--- config.mk ---
export PLATFORM = sky130hd
export DESIGN_NAME = snow64_mem_access_arbiter
export DESIGN_NICKNAME = d
export VERILOG_FILES = /design/src/rtl/snow64_mem_access_arbiter.sv
export SDC_FILE = /design/constraint.sdc
export NUM_CORES = 1
export LEC_CHECK = 0
export CORE_AREA = 2 2 573 575
export CTS_CLUSTER_SIZE = 40
export DETAILED_ROUTE_END_ITERATION = 6
export DIE_AREA = 0 0 575 577
export PLACE_DENSITY = 0.3
export SLEW_MARGIN = 20
export SYNTH_ARGS = -nofsm -noshare
export SYNTH_HDL_FRONTEND = slang
export SYNTH_SLANG_ARGS = --single-unit
export TNS_END_PERCENT = 20
--- constraint.sdc ---
create_clock -name clk -period 4.5 [get_ports clk]
set_clock_uncertainty 0.05 [all_clocks]
set_input_delay 0.675 -clock clk [delete_from_list [all_inputs] [get_ports clk]]
set_output_delay 0.675 -clock clk [all_outputs]
set_load 0.1 [all_outputs]
--- src/rtl/snow64_mem_access_arbiter.sv ---
// Round-robin arbiter sharing the external data-access memory port between
// instruction fetch (port 0) and LAR load/store (port 1), one transaction at a time.
module snow64_mem_access_arbiter #(
    parameter int unsigned ADDR_WIDTH     = 64,
    parameter int unsigned DATA_WIDTH     = 256,
    parameter int unsigned TIMEOUT_CYCLES = 1024,
    parameter int unsigned CNT_WIDTH      = 11
) (
    input  logic                  clk,
    input  logic                  rst_n,
    input  logic [1:0]            rq_req,
    input  logic [1:0]            rq_acc_type,
    input  logic [ADDR_WIDTH-1:0] rq_addr_0,
    input  logic [ADDR_WIDTH-1:0] rq_addr_1,
    input  logic [DATA_WIDTH-1:0] rq_data_0,
    input  logic [DATA_WIDTH-1:0] rq_data_1,
    output logic [1:0]            rq_valid,
    output logic [1:0]            rq_err,
    output logic [DATA_WIDTH-1:0] rq_rdata,
    output logic                  mem_req,
    output logic                  mem_acc_type,
    output logic [ADDR_WIDTH-1:0] mem_addr,
    output logic [DATA_WIDTH-1:0] mem_wdata,
    input  logic                  mem_valid,
    input  logic [DATA_WIDTH-1:0] mem_rdata,
    output logic                  busy
);

    typedef enum logic [1:0] {
        IDLE = 2'd0,
        WAIT = 2'd1,
        DONE = 2'd2
    } state_t;

    localparam logic [CNT_WIDTH-1:0] WD_LAST = CNT_WIDTH'(TIMEOUT_CYCLES - 1);

    state_t                state_q, state_d;
    logic                  winner_q, winner_d;
    logic                  prio_q, prio_d;
    logic [CNT_WIDTH-1:0]  wd_q, wd_d;
    logic                  grant;

    logic [1:0]            rq_valid_d, rq_err_d;
    logic [DATA_WIDTH-1:0] rq_rdata_d;
    logic                  mem_req_d, mem_acc_type_d, busy_d;
    logic [ADDR_WIDTH-1:0] mem_addr_d;
    logic [DATA_WIDTH-1:0] mem_wdata_d;

    // State and every output register; reset drops mem_req immediately.
    always_ff @(posedge clk or negedge rst_n) begin
        if (!rst_n) begin
            state_q      <= IDLE;
            winner_q     <= 1'b0;
            prio_q       <= 1'b0;
            wd_q         <= '0;
            rq_valid     <= '0;
            rq_err       <= '0;
            rq_rdata     <= '0;
            mem_req      <= 1'b0;
            mem_acc_type <= 1'b0;
            mem_addr     <= '0;
            mem_wdata    <= '0;
            busy         <= 1'b0;
        end else begin
            state_q      <= state_d;
            winner_q     <= winner_d;
            prio_q       <= prio_d;
            wd_q         <= wd_d;
            rq_valid     <= rq_valid_d;
            rq_err       <= rq_err_d;
            rq_rdata     <= rq_rdata_d;
            mem_req      <= mem_req_d;
            mem_acc_type <= mem_acc_type_d;
            mem_addr     <= mem_addr_d;
            mem_wdata    <= mem_wdata_d;
            busy         <= busy_d;
        end
    end

    // Next-state and next-output logic.
    always_comb begin
        state_d        = state_q;
        winner_d       = winner_q;
        prio_d         = prio_q;
        wd_d           = wd_q;
        grant          = 1'b0;
        rq_valid_d     = '0;
        rq_err_d       = '0;
        rq_rdata_d     = rq_rdata;
        mem_req_d      = mem_req;
        mem_acc_type_d = mem_acc_type;
        mem_addr_d     = mem_addr;
        mem_wdata_d    = mem_wdata;

        case (state_q)
            IDLE: begin
                mem_req_d = 1'b0;
                if (rq_req != 2'b00) begin
                    // Tie goes to rr_prio; a lone request wins outright.
                    grant          = (rq_req == 2'b11) ? prio_q : rq_req[1];
                    winner_d       = grant;
                    prio_d         = ~grant;
                    mem_acc_type_d = rq_acc_type[grant];
                    mem_addr_d     = grant ? rq_addr_1 : rq_addr_0;
                    mem_wdata_d    = grant ? rq_data_1 : rq_data_0;
                    mem_req_d      = 1'b1;
                    wd_d           = '0;
                    state_d        = WAIT;
                end
            end
            WAIT: begin
                if (mem_valid) begin
                    rq_rdata_d           = mem_rdata;
                    rq_valid_d[winner_q] = 1'b1;
                    mem_req_d            = 1'b0;
                    state_d              = DONE;
                end else if (wd_q == WD_LAST) begin
                    rq_rdata_d           = '0;
                    rq_valid_d[winner_q] = 1'b1;
                    rq_err_d[winner_q]   = 1'b1;
                    mem_req_d            = 1'b0;
                    state_d              = DONE;
                end else begin
                    wd_d = wd_q + CNT_WIDTH'(1);
                end
            end
            DONE: begin
                state_d = IDLE;
            end
            default: begin
                state_d   = IDLE;
                mem_req_d = 1'b0;
            end
        endcase

        busy_d = (state_d != IDLE);
    end

endmodule

==> impl_metrics.tcl <==
set metrics [dict create \
    critPathArrivalTime_ps 2540 \
    final.period_utilization_pct 72.55 \
    yosysMostFrequentCell "dfrtp_1" \
    crit_buf_inv 1 \
    place_hpwl_um 189300 \
    worst-path-max-fanout 2 \
    start_util_pct 7.061 \
    ant_nets 0 \
    cts_resized 0 \
    dr.pass1.iters 7 \
    cpPeakStageDelay_ps 1260 \
    finalWirelength_um 226200 \
    dieWidth_um 575 \
    violations "DRC" \
    syn_nets 2641 \
    status "finished with violations" \
    finalCriticalPeriod_ps 3265 \
    die_area_mm2 0.3318 \
    cp_cell_sequence "clkdlybuf4s50_1" \
    cp_top_family "buffers and inverters" \
    slowest_stage "clkdlybuf4s50_1" \
    syn_to_final_growth_pct 98.83 \
    synth_cells 1737 \
    required_ps 3770 \
    grt_pass1_vias 24280 \
    grt_setup_unrepaired "false" \
    row_count 210 \
    vias 23490 \
    synth-seq-cells 598 \
    final_layout_size_suffix_gt1_share_pct 10.50 \
    nNetsFinal 4118 \
    cts.sinks 598 \
    hold_violations 0 \
    drc_errors 18 \
    cts_tree "done" \
    syn_area_per_cell_um2 13.24 \
    grt_pass1_wl_um 282300 \
    drt-initial-drc-count 2511 \
    ys_types 45 \
    clk_pin_slew_ps 60 \
    cts_setup_buffers 0 \
    relSlewSlack_pct 17.69 \
    criticalPathCategory "reg -> out" \
    synth.largest_area_cell "dfrtp_1" \
    setup_tns_ps 0 \
    insertion_delay_ps 800 \
    netlist_area_mm2 0.02301 \
    clk_path_buf_depth 4 \
    gr-usage-all-layers_pct 13.06 \
    grt_antenna_before_repair 167 \
    die_y_um 577 \
    ys_warn_count 0 \
    viasPerCell 3.073 \
    grt_start_max_net_pins 124 \
    place.gp.congestion 0.8115 \
    endpoint_kind "primary output" \
    ys.flop_type "dfrtp_1" \
    slew_violations 0 \
    io-pin-count 1486 \
    hold_buffers 1 \
    post_drt_wl_per_cell_um 29.58 \
    synth_top_area_share_pct 65.05 \
    cts_buffers 92 \
    cts-htree-levels 3 \
    async_reset_ff_share_pct 100.0 \
    ys_seq_area_share_pct 65.05 \
    synth_commonest_cells "dfrtp_1, inv_1, a222oi_1, a22o_1, clkbuf_1" \
    fmax_mhz 306.3 \
    cap_violations 0 \
    min_path_type "in -> reg" \
    core-area_mm2 0.3258 \
    cts-root-buf "clkbuf_16" \
    portBuffers 1485 \
    setup_viol 0 \
    synthTopCellsByArea "dfrtp_1, a222oi_1, a22o_1" \
    startpoint_type "flop" \
    grt_overflow 0 \
    tightest_slew_ps 1231 \
    synth_edf_count 0 \
]
metal layers:
layer,up-vias,wire length [um],global-route usage (%)
met5,-,479,0
met4,74,5256,2.491
met3,391,27190,6.805
met2,1463,109100,22.55
met1,11830,84150,14.23
li1,9737,-,-
kinds of logic (layout without fill, tap and decap cells):
group	count (synthesis)	in the layout	share of synthesized area, %
AOI/OAI and AO/OA	597	597	24.41
xor gates and xnor gates	2	2	0.07615
adders and majority gates	1	1	0.05438
buffers and inverters	488	2027	9.099
DFF	598	598	65.05
other	0	24	0
and+or+nand+nor	51	51	1.316
cell type report:
type	count	area (um^2)
Timing Repair Buffer	1548	15210
Clock buffer	129	2603
Sequential cell	598	14960
Antenna cell	24	60.06
Clock inverter	27	272.8
Inverter	323	1212
Fill cell	36700	280100
Tap cell	4346	5438
Multi-Input combinational cell	651	5979
per-stage QoR:
step | utilization (%) | instance area (um^2) | worst slack (ps) | hold slack (ps) | instances
after global placement | 13.15 | 42840 | 1609 | 438.1 | 7465
after floorplan | - | 23010 | 2643 | 329.4 | 1737
after CTS | 14.03 | 45700 | 1113 | 296.5 | 7622
after global routing | 14.03 | 45700 | 1164 | 347.7 | 7628
final | 14.04 | 45740 | 1235 | 407.3 | 7646
after detailed placement | 13.14 | 42820 | 1570 | 439.8 | 7465
registers in the layout, summed over array words and instances (netlist names):
name / flops
mem_wdata: 256
rq_rdata: 256
mem_addr: 64
wd_q: 11
rq_err: 2
rq_valid: 2
state_q: 2
busy: 1
mem_acc_type: 1
mem_req: 1
prio_q: 1
winner_q: 1
layout by cell type, fill, tap and decap left out, drive strengths merged, types with 2 or more instances in the layout:
master         count
and3               6
dfrtp            598
a222oi           321
a21o               3
o21ai              5
nor3               2
inv              324
bufinv             3
a22o             257
diode             24
nor2               3
nand4              2
nand2b             2
and2               5
a31oi              3
o31ai              2
clkdlybuf4s50   1350
clkbuf           131
nand2             10
clkinv            20
and4               2
buf              195
nand3             11
a21oi              2
clkinvlp           3
worst register-to-register path, cell delays in order, from the launching register on:
cell and delay, ps:
dfrtp_1 450, nor2_1 370, and3_4 740, buf_12 510, a222oi_1 310, inv_1 100
path summary, 6_finish.rpt:
| kind | startpoint | to | slack (ps) | cells after the start |
|---|---|---|---|---|
| max | rq_rdata[248] | rq_rdata[248] | 1240 | 1 |
| min | mem_rdata[7] | rq_rdata[7] | 410 | 2 |
| max reg2reg | state_q[0] | mem_wdata[119] | 1900 | 5 |
| min reg2reg | rq_rdata[133] | rq_rdata[133] | 450 | 1 |
| max in group asynchronous | rst_n | rq_rdata[209] | 2840 | 3 |
| min in group asynchronous | rst_n | mem_wdata[37] | 420 | 2 |
Power is not shown: default switching activity piles up to over one toggle a cycle in this logic, so the estimate is an artifact.
